$ cat src/rtl/uart_bus_arbiter.sv
// Two-master arbiter for the UART register port: round-robin grant, one slave
// transaction at a time, registered ack/err/rdata back to the winner.
module uart_bus_arbiter #(
    parameter int unsigned TIMEOUT = 15
) (
    input  logic       clk,
    input  logic       reset_n,
    input  logic       m0_stb,
    input  logic       m0_we,
    input  logic [1:0] m0_addr,
    input  logic [7:0] m0_wdata,
    output logic [7:0] m0_rdata,
    output logic       m0_ack,
    output logic       m0_err,
    input  logic       m1_stb,
    input  logic       m1_we,
    input  logic [1:0] m1_addr,
    input  logic [7:0] m1_wdata,
    output logic [7:0] m1_rdata,
    output logic       m1_ack,
    output logic       m1_err,
    output logic       s_stb,
    output logic       s_we,
    output logic [1:0] s_addr,
    output logic [7:0] s_wdata,
    input  logic [7:0] s_rdata,
    input  logic       s_ack,
    output logic [1:0] grant,
    output logic       busy
);
    localparam int unsigned CntW = $clog2(TIMEOUT + 1);

    typedef enum logic [1:0] {StIdle, StBus, StResp} state_e;

    state_e          state_q, state_d;
    logic [CntW-1:0] cnt_q, cnt_d;
    logic            last_q, last_d;   // index of the master served most recently
    logic            win_q, win_d;     // index of the current owner
    logic            s_stb_q, s_stb_d;
    logic            s_we_q, s_we_d;
    logic [1:0]      s_addr_q, s_addr_d;
    logic [7:0]      s_wdata_q, s_wdata_d;
    logic [1:0]      grant_q, grant_d;
    logic            busy_q, busy_d;
    logic            ack0_q, ack0_d, ack1_q, ack1_d;
    logic            err0_q, err0_d, err1_q, err1_d;
    logic [7:0]      rdata0_q, rdata0_d, rdata1_q, rdata1_d;
    logic            sel;

    always_comb begin
        state_d   = state_q;
        cnt_d     = cnt_q;
        last_d    = last_q;
        win_d     = win_q;
        s_stb_d   = s_stb_q;
        s_we_d    = s_we_q;
        s_addr_d  = s_addr_q;
        s_wdata_d = s_wdata_q;
        grant_d   = grant_q;
        busy_d    = busy_q;
        rdata0_d  = rdata0_q;
        rdata1_d  = rdata1_q;
        ack0_d    = 1'b0;
        ack1_d    = 1'b0;
        err0_d    = 1'b0;
        err1_d    = 1'b0;
        sel       = 1'b0;

        unique case (state_q)
            StIdle: begin
                if (m0_stb || m1_stb) begin
                    // On a tie the master not served last wins.
                    sel       = (m0_stb && m1_stb) ? ~last_q : m1_stb;
                    win_d     = sel;
                    s_stb_d   = 1'b1;
                    s_we_d    = sel ? m1_we : m0_we;
                    s_addr_d  = sel ? m1_addr : m0_addr;
                    s_wdata_d = sel ? m1_wdata : m0_wdata;
                    grant_d   = sel ? 2'b10 : 2'b01;
                    cnt_d     = '0;
                    busy_d    = 1'b1;
                    state_d   = StBus;
                end
            end
            StBus: begin
                if (s_ack) begin
                    if (win_q) begin
                        rdata1_d = s_rdata;
                        ack1_d   = 1'b1;
                    end else begin
                        rdata0_d = s_rdata;
                        ack0_d   = 1'b1;
                    end
                    s_stb_d = 1'b0;
                    state_d = StResp;
                end else if (cnt_q == CntW'(TIMEOUT - 1)) begin
                    if (win_q) begin
                        rdata1_d = 8'hFF;
                        err1_d   = 1'b1;
                    end else begin
                        rdata0_d = 8'hFF;
                        err0_d   = 1'b1;
                    end
                    s_stb_d = 1'b0;
                    state_d = StResp;
                end else begin
                    cnt_d = cnt_q + CntW'(1);
                end
            end
            StResp: begin
                last_d  = win_q;
                grant_d = 2'b00;
                busy_d  = 1'b0;
                state_d = StIdle;
            end
            default: state_d = StIdle;
        endcase
    end

    always_ff @(posedge clk or negedge reset_n) begin
        if (!reset_n) begin
            state_q   <= StIdle;
            cnt_q     <= '0;
            last_q    <= 1'b1;
            win_q     <= 1'b0;
            s_stb_q   <= 1'b0;
            s_we_q    <= 1'b0;
            s_addr_q  <= 2'b00;
            s_wdata_q <= 8'h00;
            grant_q   <= 2'b00;
            busy_q    <= 1'b0;
            ack0_q    <= 1'b0;
            ack1_q    <= 1'b0;
            err0_q    <= 1'b0;
            err1_q    <= 1'b0;
            rdata0_q  <= 8'h00;
            rdata1_q  <= 8'h00;
        end else begin
            state_q   <= state_d;
            cnt_q     <= cnt_d;
            last_q    <= last_d;
            win_q     <= win_d;
            s_stb_q   <= s_stb_d;
            s_we_q    <= s_we_d;
            s_addr_q  <= s_addr_d;
            s_wdata_q <= s_wdata_d;
            grant_q   <= grant_d;
            busy_q    <= busy_d;
            ack0_q    <= ack0_d;
            ack1_q    <= ack1_d;
            err0_q    <= err0_d;
            err1_q    <= err1_d;
            rdata0_q  <= rdata0_d;
            rdata1_q  <= rdata1_d;
        end
    end

    assign s_stb    = s_stb_q;
    assign s_we     = s_we_q;
    assign s_addr   = s_addr_q;
    assign s_wdata  = s_wdata_q;
    assign grant    = grant_q;
    assign busy     = busy_q;
    assign m0_ack   = ack0_q;
    assign m1_ack   = ack1_q;
    assign m0_err   = err0_q;
    assign m1_err   = err1_q;
    assign m0_rdata = rdata0_q;
    assign m1_rdata = rdata1_q;
endmodule

$ cat config.mk
export PLATFORM = sky130hd
export DESIGN_NAME = uart_bus_arbiter
export DESIGN_NICKNAME = d
export VERILOG_FILES = /design/src/rtl/uart_bus_arbiter.sv
export SDC_FILE = /design/constraint.sdc
export NUM_CORES = 1
export LEC_CHECK = 0
export ABC_AREA = 1
export CORE_UTILIZATION = 48
export DETAILED_ROUTE_END_ITERATION = 6
export PLACE_DENSITY = 0.86
export SLEW_MARGIN = 15
export SYNTH_ARGS = -nofsm -noshare
export SYNTH_HDL_FRONTEND = slang
export SYNTH_SLANG_ARGS = --single-unit
$ cat constraint.sdc
create_clock -name clk -period 2.09 [get_ports clk]
set_clock_uncertainty 0.15 [all_clocks]
set_input_delay 0.5225 -clock clk [delete_from_list [all_inputs] [get_ports clk]]
set_output_delay 0.5225 -clock clk [all_outputs]
set_load 0.02 [all_outputs]
==> metrics.txt <==
Sink Count 43; nets ~350; Required @ worst endpoint between 1 and 1.5 ns; pre-CTS setup slack around 0.16 ns; Comb power frac between 40% and 50%; cell count after synthesis about 240; CP Launch Type register; Post-synth EDFFs 0; DP Wirelength roughly 3.5 mm; # Post-CTS Setup Buffers 0; Int Pwr 2.53 mW; pin count of the biggest net entering global routing 25; critical path, cell by cell clkdlybuf4s50_1; final wirelength around 4.6 mm; Hold Path Class primary input to async pin; hold_buf cts 0; Rel. slew slack about 67%; sequential share of power between 30% and 40%; Power per Cell Area around 1400 nW/um^2; I/O Buffers ~70; H-Tree Depth 2; commonest register cell after synthesis dfrtp_1; peak supply drop between 700 and 800 uV; drt first pass iters 7; final setup fails 0; antenna violations before repair 0; ys async rst share 100%; fill count a little over 300; Rows 23; share of Yosys cell area claimed by the top area cell type between 50% and 60%; TritonCTS Buffers 5; Synth cell types 24; Fin Setup TNS 0 ns; max_cap viols 0; total grt overflow 0; slack of the critical path approximately 0.14 ns; count leader, synth nand2_1; GP Congestion around 0.83; clock power share between 10% and 20%; Top Family by Delay on Critical Path buffers and inverters; post_cts resized 0; core area 4030 sq um; Crit path buffers/inverters 1; crit-path max FO 2; post-synth top area cell dfrtp_1; Post-Syn Area a little over 2000 sq um; unrepaired setup endpoints after global routing no; Worst-path clk slew about 0.08 ns; Critical Path AT between 1 and 1.5 ns; Synth Warn # 0; # diodes 0; Setup CP Type register to output pin; mean post-synth cell area 8.39 sq um; die area 4490 sq um; min Tclk post-route ~2.0 ns; Root Buffer clkbuf_8; Seq/Total Area, Yosys 53.1%; Worst-Skew Late Latency 0.29 ns; CTS tree yes; final period utilization between 90% and 100%; status complete, no violations; via count ~1800; Detail Route Antenna Nets 0; Sw Pwr around 1.6 mW; share of layout cells above drive strength 1 8.23%; Starting DRT DRC Count between 90 and 100; DIE WIDTH around 67 microns; Area Growth Syn to Fin 42.7%; Max Root-Sink Buffers 2; slowest cell delay on critical path ~0.63 ns; DRC errors left 0; first-pass GRT wire length around 7.3 mm; Synth top cells by count nand2_1, dfrtp_1, nand3_1; # IOs 70; Die Ht between 60 and 70 microns; worst-margin pin slew about 0.5 ns; starting density of the core about half; WL/cell ~13 microns; Final Max Tran Viols 0; vias in the first global route about 1600; Seq cells post-synth 43; Final Hold Vio Count 0; gr usage total about 22%; Net Count, Synth ~280; Synth area leaders dfrtp_1, nand2_1, nand3_1; vias per cell around 5; Switching Fraction between 30% and 40%; total leakage power about 1.5 nW; fmax 0.512 GHz; slowest stage cell, crit path clkdlybuf4s50_1; element type at the critical path end output pin
==> cell type report <==
cell class / instances / area, sq um / share of cell area, %
clock buffers: 6 / 72.6 / 2.51
multi-input cells: 170 / 808 / 27.9
repair buffers: 74 / 736 / 25.4
clock inverters: 2 / 60.1 / 2.07
inverters: 21 / 78.8 / 2.72
well taps: 50 / 62.6 / 2.16
flip-flops and latches: 43 / 1080 / 37.2
==> kinds of logic after synthesis <==
kind of cell,synth area share (%)
and+or+nand+nor,37.2
DFF,53.1
buffers and inverters,7.09
AOI/OAI and AO/OA,0.925
adders and majority gates,1.23
xor gates and xnor gates,0.432
==> registers in the layout (all words and copies together) (netlist names), 2 cells and up <==
register / count
state_q: 2
s_addr: 2
m0_rdata: 8
s_wdata: 8
cnt_q: 4
m1_rdata: 8
grant: 2
==> power by group through the flow <==
stage          sequential [mW]  clock, mW  combinational, mW
2_1_floorplan             1.80          0              0.758
3_3_place_gp              1.45          0               1.92
3_5_place_dp              1.46          0               1.97
4_1_cts                   1.45      0.755               1.98
5_1_grt                   1.49      0.799               2.14
6_report                  1.45      0.744               1.96
==> layer usage <==
layer,part of all wire (%),vias to the layer above,GRT usage [%]
li1,-,917,-
met1,44,811,27.5
met2,49,48,36.3
met3,4.4,12,6.16
met4,2.1,0,9.31
met5,0,-,0
==> layout by cell type, fill, tap and decap left out <==
master           Yosys  layout
buf_12               1       1
buf_2                3       1
buf_4                2       4
bufinv_16            0       2
clkbuf_1             1       1
clkbuf_8             0       5
clkdlybuf4s50_1      0      68
dfrtp_1             42      42
dfstp_2              1       1
ha_1                 2       2
inv_1               19      19
inv_2                2       2
nand2_1            109     109
nand2_4              4       4
nand3_1             28      28
nand3_2              1       1
nand3_4              1       1
nand4_1             12      12
nor2_1               2       2
nor2_4               2       2
nor3_1               2       2
nor4_1               2       2
o21ai_0              2       2
o21ai_2              1       1
or2_2                1       1
xor2_1               1       1
==> stage by stage <==
step / hold slack [ns] / utilization (%) / power (mW) / std cells / area [sq um]
after floorplan: 0.0769 / - / 2.56 / 242 / 2030
after global placement: 0.305 / 68.6 / 3.37 / 358 / 2760
after detailed placement: 0.312 / 68.6 / 3.44 / 358 / 2760
after CTS: 0.0391 / 71.9 / 4.18 / 366 / 2900
after global routing: 0.0420 / 71.9 / 4.42 / 366 / 2900
final: 0.0229 / 71.9 / 4.16 / 366 / 2900
==> worst paths after layout <==
| check | from | end | slack [ns] | cells past startpoint |
|---|---|---|---|---|
| max reg2reg | cnt_q[0] | m1_rdata[6] | 0.43 | 7 |
| max | s_wdata[3] | s_wdata[3] | 0.14 | 1 |
| min reg2reg | s_we | s_we | 0.33 | 2 |
| max in group asynchronous | reset_n | last_q | 1.21 | 2 |
| min in group clk | s_we | s_we | 0.33 | 2 |
| min | reset_n | m1_rdata[7] | 0.02 | 1 |
(Power assumes the default switching activity.)
